--- src/rtl/jam_pkg.sv ---
// jam_pkg: shared widths, state encoding and cost type
// for the job-assignment cost loader.
package jam_pkg;

  localparam int COST_W = 7;
  localparam int N      = 8;
  localparam int SUM_W  = 10;
  localparam int IDX_W  = 6;

  typedef enum logic [1:0] {
    LOAD = 2'd0,
    DONE = 2'd1,
    ERR  = 2'd2
  } state_e;

  typedef logic [COST_W-1:0] cost_t;

endpackage

--- src/rtl/jam_row_min.sv ---
// jam_row_min: running row minimum and row-minimum sum.
// Ports: clk, rst_n, clr, en, col, word in; sum out.
module jam_row_min
  import jam_pkg::*;
(
  input  logic             clk,
  input  logic             rst_n,
  input  logic             clr,
  input  logic             en,
  input  logic [2:0]       col,
  input  cost_t            word,
  output logic [SUM_W-1:0] sum
);

  cost_t            rmin_q, rmin_d;
  logic [SUM_W-1:0] sum_q, sum_d;
  cost_t            m;

  assign m   = (word < rmin_q) ? word : rmin_q;
  assign sum = sum_q;

  always_comb begin
    rmin_d = rmin_q;
    sum_d  = sum_q;
    if (clr) begin
      rmin_d = '0;
      sum_d  = '0;
    end else if (en) begin
      unique case (1'b1)
        (col == 3'd0): rmin_d = word;
        (col == 3'd7): begin
          rmin_d = m;
          sum_d  = sum_q + SUM_W'(m);
        end
        default: rmin_d = m;
      endcase
    end
  end

  always_ff @(posedge clk or negedge rst_n) begin
    if (!rst_n) begin
      rmin_q <= '0;
      sum_q  <= '0;
    end else begin
      rmin_q <= rmin_d;
      sum_q  <= sum_d;
    end
  end

endmodule

--- src/rtl/jam_cost_loader.sv ---
// jam_cost_loader: streams an 8x8 cost matrix into a regfile,
// serves Cost[W][J], lower_bound, load_done/err, solve_start.
module jam_cost_loader
  import jam_pkg::*;
(
  input  logic             CLK,
  input  logic             RST,
  input  logic             clear,
  input  logic             in_valid,
  output logic             in_ready,
  input  cost_t            in_data,
  input  logic             in_last,
  input  logic [2:0]       W,
  input  logic [2:0]       J,
  output cost_t            Cost,
  output logic             load_done,
  output logic             load_err,
  output logic [SUM_W-1:0] lower_bound,
  output logic             solve_start
);

  state_e           state_q, state_d;
  logic [IDX_W-1:0] idx_q, idx_d;
  logic             start_q, start_d;
  cost_t            mat_q [N][N];
  cost_t            mat_d [N][N];
  logic             xfer;
  logic             at_end;

  assign in_ready    = (state_q == LOAD);
  assign xfer        = in_valid & in_ready & ~clear;
  assign at_end      = (idx_q == 6'd63);
  assign load_done   = (state_q == DONE);
  assign load_err    = (state_q == ERR);
  assign solve_start = start_q;
  assign Cost        = mat_q[W][J];

  always_comb begin
    mat_d = mat_q;
    if (xfer) begin
      mat_d[idx_q[5:3]][idx_q[2:0]] = in_data;
    end
  end

  always_comb begin
    state_d = state_q;
    idx_d   = idx_q;
    start_d = 1'b0;
    if (clear) begin
      state_d = LOAD;
      idx_d   = '0;
    end else begin
      unique case (state_q)
        LOAD: begin
          if (xfer) begin
            idx_d = idx_q + 6'd1;
            if (at_end && in_last) begin
              state_d = DONE;
              start_d = 1'b1;
            end else if (at_end || in_last) begin
              state_d = ERR;
            end
          end
        end
        DONE:    state_d = DONE;
        ERR:     state_d = ERR;
        default: state_d = LOAD;
      endcase
    end
  end

  always_ff @(posedge CLK or negedge RST) begin
    if (!RST) begin
      state_q <= LOAD;
      idx_q   <= '0;
      start_q <= 1'b0;
    end else begin
      state_q <= state_d;
      idx_q   <= idx_d;
      start_q <= start_d;
    end
  end

  always_ff @(posedge CLK or negedge RST) begin
    if (!RST) begin
      for (int r = 0; r < N; r++) begin
        for (int c = 0; c < N; c++) begin
          mat_q[r][c] <= '0;
        end
      end
    end else begin
      mat_q <= mat_d;
    end
  end

  jam_row_min u_row_min (
    .clk   (CLK),
    .rst_n (RST),
    .clr   (clear),
    .en    (xfer),
    .col   (idx_q[2:0]),
    .word  (in_data),
    .sum   (lower_bound)
  );

endmodule

--- config.mk ---
export PLATFORM = sky130hd
export DESIGN_NAME = jam_cost_loader
export DESIGN_NICKNAME = d
export VERILOG_FILES = /design/src/rtl/jam_pkg.sv /design/src/rtl/jam_row_min.sv /design/src/rtl/jam_cost_loader.sv
export SDC_FILE = /design/constraint.sdc
export NUM_CORES = 1
export LEC_CHECK = 0
export ABC_AREA = 1
export CAP_MARGIN = 20
export CORE_ASPECT_RATIO = 0.5
export CORE_MARGIN = 5
export CORE_UTILIZATION = 55
export DETAILED_ROUTE_END_ITERATION = 10
export GPL_TIMING_DRIVEN = 0
export PLACE_DENSITY = 0.85
export SYNTH_ARGS = -nofsm -noshare
export SYNTH_HDL_FRONTEND = slang
export SYNTH_HIERARCHICAL = 1
export SYNTH_SLANG_ARGS = --single-unit
export TNS_END_PERCENT = 100
--- constraint.sdc ---
create_clock -name CLK -period 3 [get_ports CLK]
set_clock_uncertainty 0.1 [all_clocks]
set_input_delay 0.9 -clock CLK [delete_from_list [all_inputs] [get_ports CLK]]
set_output_delay 0.9 -clock CLK [all_outputs]
set_load 0.02 [all_outputs]
==> metrics.csv <==
metric,value,unit
worst_slack,-0.409,ns
post-dp-hpwl,58400,um
p_sw,3.96,mW
synth-edff-count,0,
path_clk_slew,0.06,ns
finalNonFillerCells,3553,
worst_pin_slew,1.24,ns
dr.pass1.iters,7,
synth_area_per_cell,7.86,sq um
wirelength,89400,um
p_total,14.3,mW
wl_per_cell,25.2,um
cpMaxStageDelayCell,clkbuf_16,
grt_start_max_net_pins,127,
start_kind,input pin,
grt_overflow,0,
crit_fanout,7,
yosysSeqAreaShare,52.9,%
drc_errors,0,
rr_worst_depth,6,
n_fill_cell,2969,
postPlaceCellArea,23900,sq um
cp_top_family,buffers and inverters,
ant_nets,0,
die_height,153,um
postLayoutCellArea,28000,sq um
design.core.area,40300,sq um
powerDensity,511,nW/um^2
io_buffers,35,
clkPwrFrac,40.7,%
crit_type,input pin to output port,
utilization,69.4,%
rsz0062_at_grt,yes,
swShare,27.7,%
setup_viol,7,
ir_drop,0.361,mV
grt_use_total,38.4,%
synth_cell_type_count,34,
finalCritPeriodShare,114,%
p_int,10.3,mW
synthCells,2851,
cts_htree_levels,2,
power_frac_seq,46.2,%
dieWidth,295,um
cts_tree,done,
cp_data_required_time,2.00,ns
critPathBufInv,5,
cp_slowest_stage_delay,0.21,ns
rows,52,
dp_cells,3435,
status,"complete, but fails checks",
rr_endpoint,mat_q[400],
grt_pass1_vias,21471,
initial_core_util,55.5,%
combPwrFrac,13.1,%
pin_count,39,
fin_nets,3011,
p_leak,12.7,nW
fmax,293,MHz
worst_setup_path_end_kind,output port,
die_area,45100,sq um
crit_path_cell_trace,"clkbuf_16, clkinv_16, clkbuf_16, clkbuf_16, nand2_2, nand3_2, nand3_4, nand2_2, nand2_1, nand3_1, nand3_1, nand2_2, buf_6",
synth_seq_cells,474,
root_buffer,clkbuf_16,
cts.sinks,474,
cts_buffers,43,
viasPerCell,6.43,
drtIter0Drc,4255,
hold_viol_final,0,
drive_gt1_share,17.8,%
netlist_area,22400,sq um
violations,negative setup slack,
maxCapViolCount,0,
antenna_found_initial,5,
finalMaxSlewViolations,0,
rrSetupSlack,0.26,ns
worstSkewPairLatency,0.57,ns
hp-class,input pin to async pin,
max_slew_margin,17.1,%
period_needed,3.41,ns
routabilityCongestion,1.05,
async_flop_share,100,%
area_growth,24.9,%
worstPathArrival,2.41,ns
clock_path_buffers,3,
yosys_warnings,6,
yosys_most_used_dff,dfrtp_1,
reg2reg_from,idx_q[1],
syn_nets,2884,
grt_pass1_wl,131000,um
dr_total_vias,22849,
==> power by group through the flow <==
stage               Clock [mW]  Sequential (mW)  Combinational (mW)
floorplan                    0             6.68               0.737
global placement             0             6.72                1.35
detailed placement           0             6.70                1.41
CTS                       5.74             6.59                1.68
global route              6.05             6.61                1.95
finish                    5.83             6.60                1.88
==> flip-flops by register name, summed over array words and instances, names as in the netlist <==
register / flops
u_row_min/sum: 10
state_q: 2
solve_start: 1
idx_q: 6
u_row_min/rmin_q: 7
mat_q: 448
==> Yosys cell counts, types with 3 or more instances <==
cell	number	area, sq um
nand3_1	400	2000
inv_1	50	188
buf_1	21	78.8
clkbuf_1	146	548
nor2_1	17	63.8
xnor2_1	3	26.3
dfrtp_1	474	11900
o21ai_1	3	15.0
nor3_1	9	45.0
buf_6	17	191
o21ai_0	461	2310
nand2_1	1172	4400
ha_1	14	175
nand4_1	3	18.8
a21oi_1	10	50.1
buf_2	17	85.1
nor4_4	6	128
clkinv_1	8	30.0
==> cell usage in the layout (no fill, tap or decap), drive strengths merged, types with 17 or more instances in the layout <==
master	instances
o21ai	464
nand2	1174
nor2	19
buf	97
clkdlybuf4s50	17
nand3	400
clkbuf	226
dfrtp	474
inv	55
==> through the flow <==
| stage | hold slack [ns] | TNS [ns] | worst slack [ns] |
|---|---|---|---|
| 4_1_cts | 0.338 | -2.09 | -0.309 |
| 5_1_grt | 0.388 | -2.84 | -0.424 |
| 2_1_floorplan | 0.332 | 0 | 0.0000382 |
| 3_3_place_gp | 0.345 | -9522.13 | -19.60 |
| 3_5_place_dp | 0.354 | -243.90 | -1.80 |
| 6_report | 0.304 | -2.73 | -0.409 |
==> logic make-up (layout without fill, tap and decap cells) <==
family	after synthesis	count (layout)	share of synthesized area, %
other cells	0	4	0
simple gates	1614	1614	30.0
compound gates	481	481	10.9
flops	474	474	52.9
fa+ha+maj	15	15	0.871
buf+inv	264	422	5.25
xor+xnor	3	3	0.117
==> worst max-delay path by stage <==
stage	start	endpoint	slack, ns	cells past startpoint
floorplan	W[0]	Cost[0]	0.00004	12
global placement	RST	mat_q[110]	-19.60	1
detailed placement	W[2]	Cost[0]	-1.80	11
CTS	W[0]	Cost[1]	-0.31	13
global route	W[0]	Cost[1]	-0.42	13
finish	W[0]	Cost[5]	-0.41	13
==> final cells by class <==
cell class | instances | area [sq um] | area share [%]
Clock buffer | 67 | 1340 | 4.78
Timing Repair inverter | 2 | 17.5 | 0.0626
Multi-Input combinational cell | 2113 | 10700 | 38.2
Inverter | 60 | 251 | 0.899
Clock inverter | 9 | 109 | 0.389
Sequential cell | 474 | 11900 | 42.4
Tap cell | 540 | 676 | 2.41
Timing Repair Buffer | 80 | 1090 | 3.88
Buffer | 204 | 1950 | 6.95
Antenna cell | 4 | 10.0 | 0.0358
==> metal layers <==
layer  GRT usage [%]  share of wire, %  vias to the layer above
met5               0              0.21                        -
met4            17.6               5.6                        4
met3            16.9                17                      397
met2            53.5                41                     1852
met1            52.0                36                    10972
li1                -                 -                     9624
==> repair_timing <==
action                     CTS  global route
hold buffers                 0             0
buffers inserted            10             3
cloned                      22             1
pin swaps                   73            45
resized for setup          392           127
setup endpoints to repair  159           134
(Power assumes the default switching activity.)
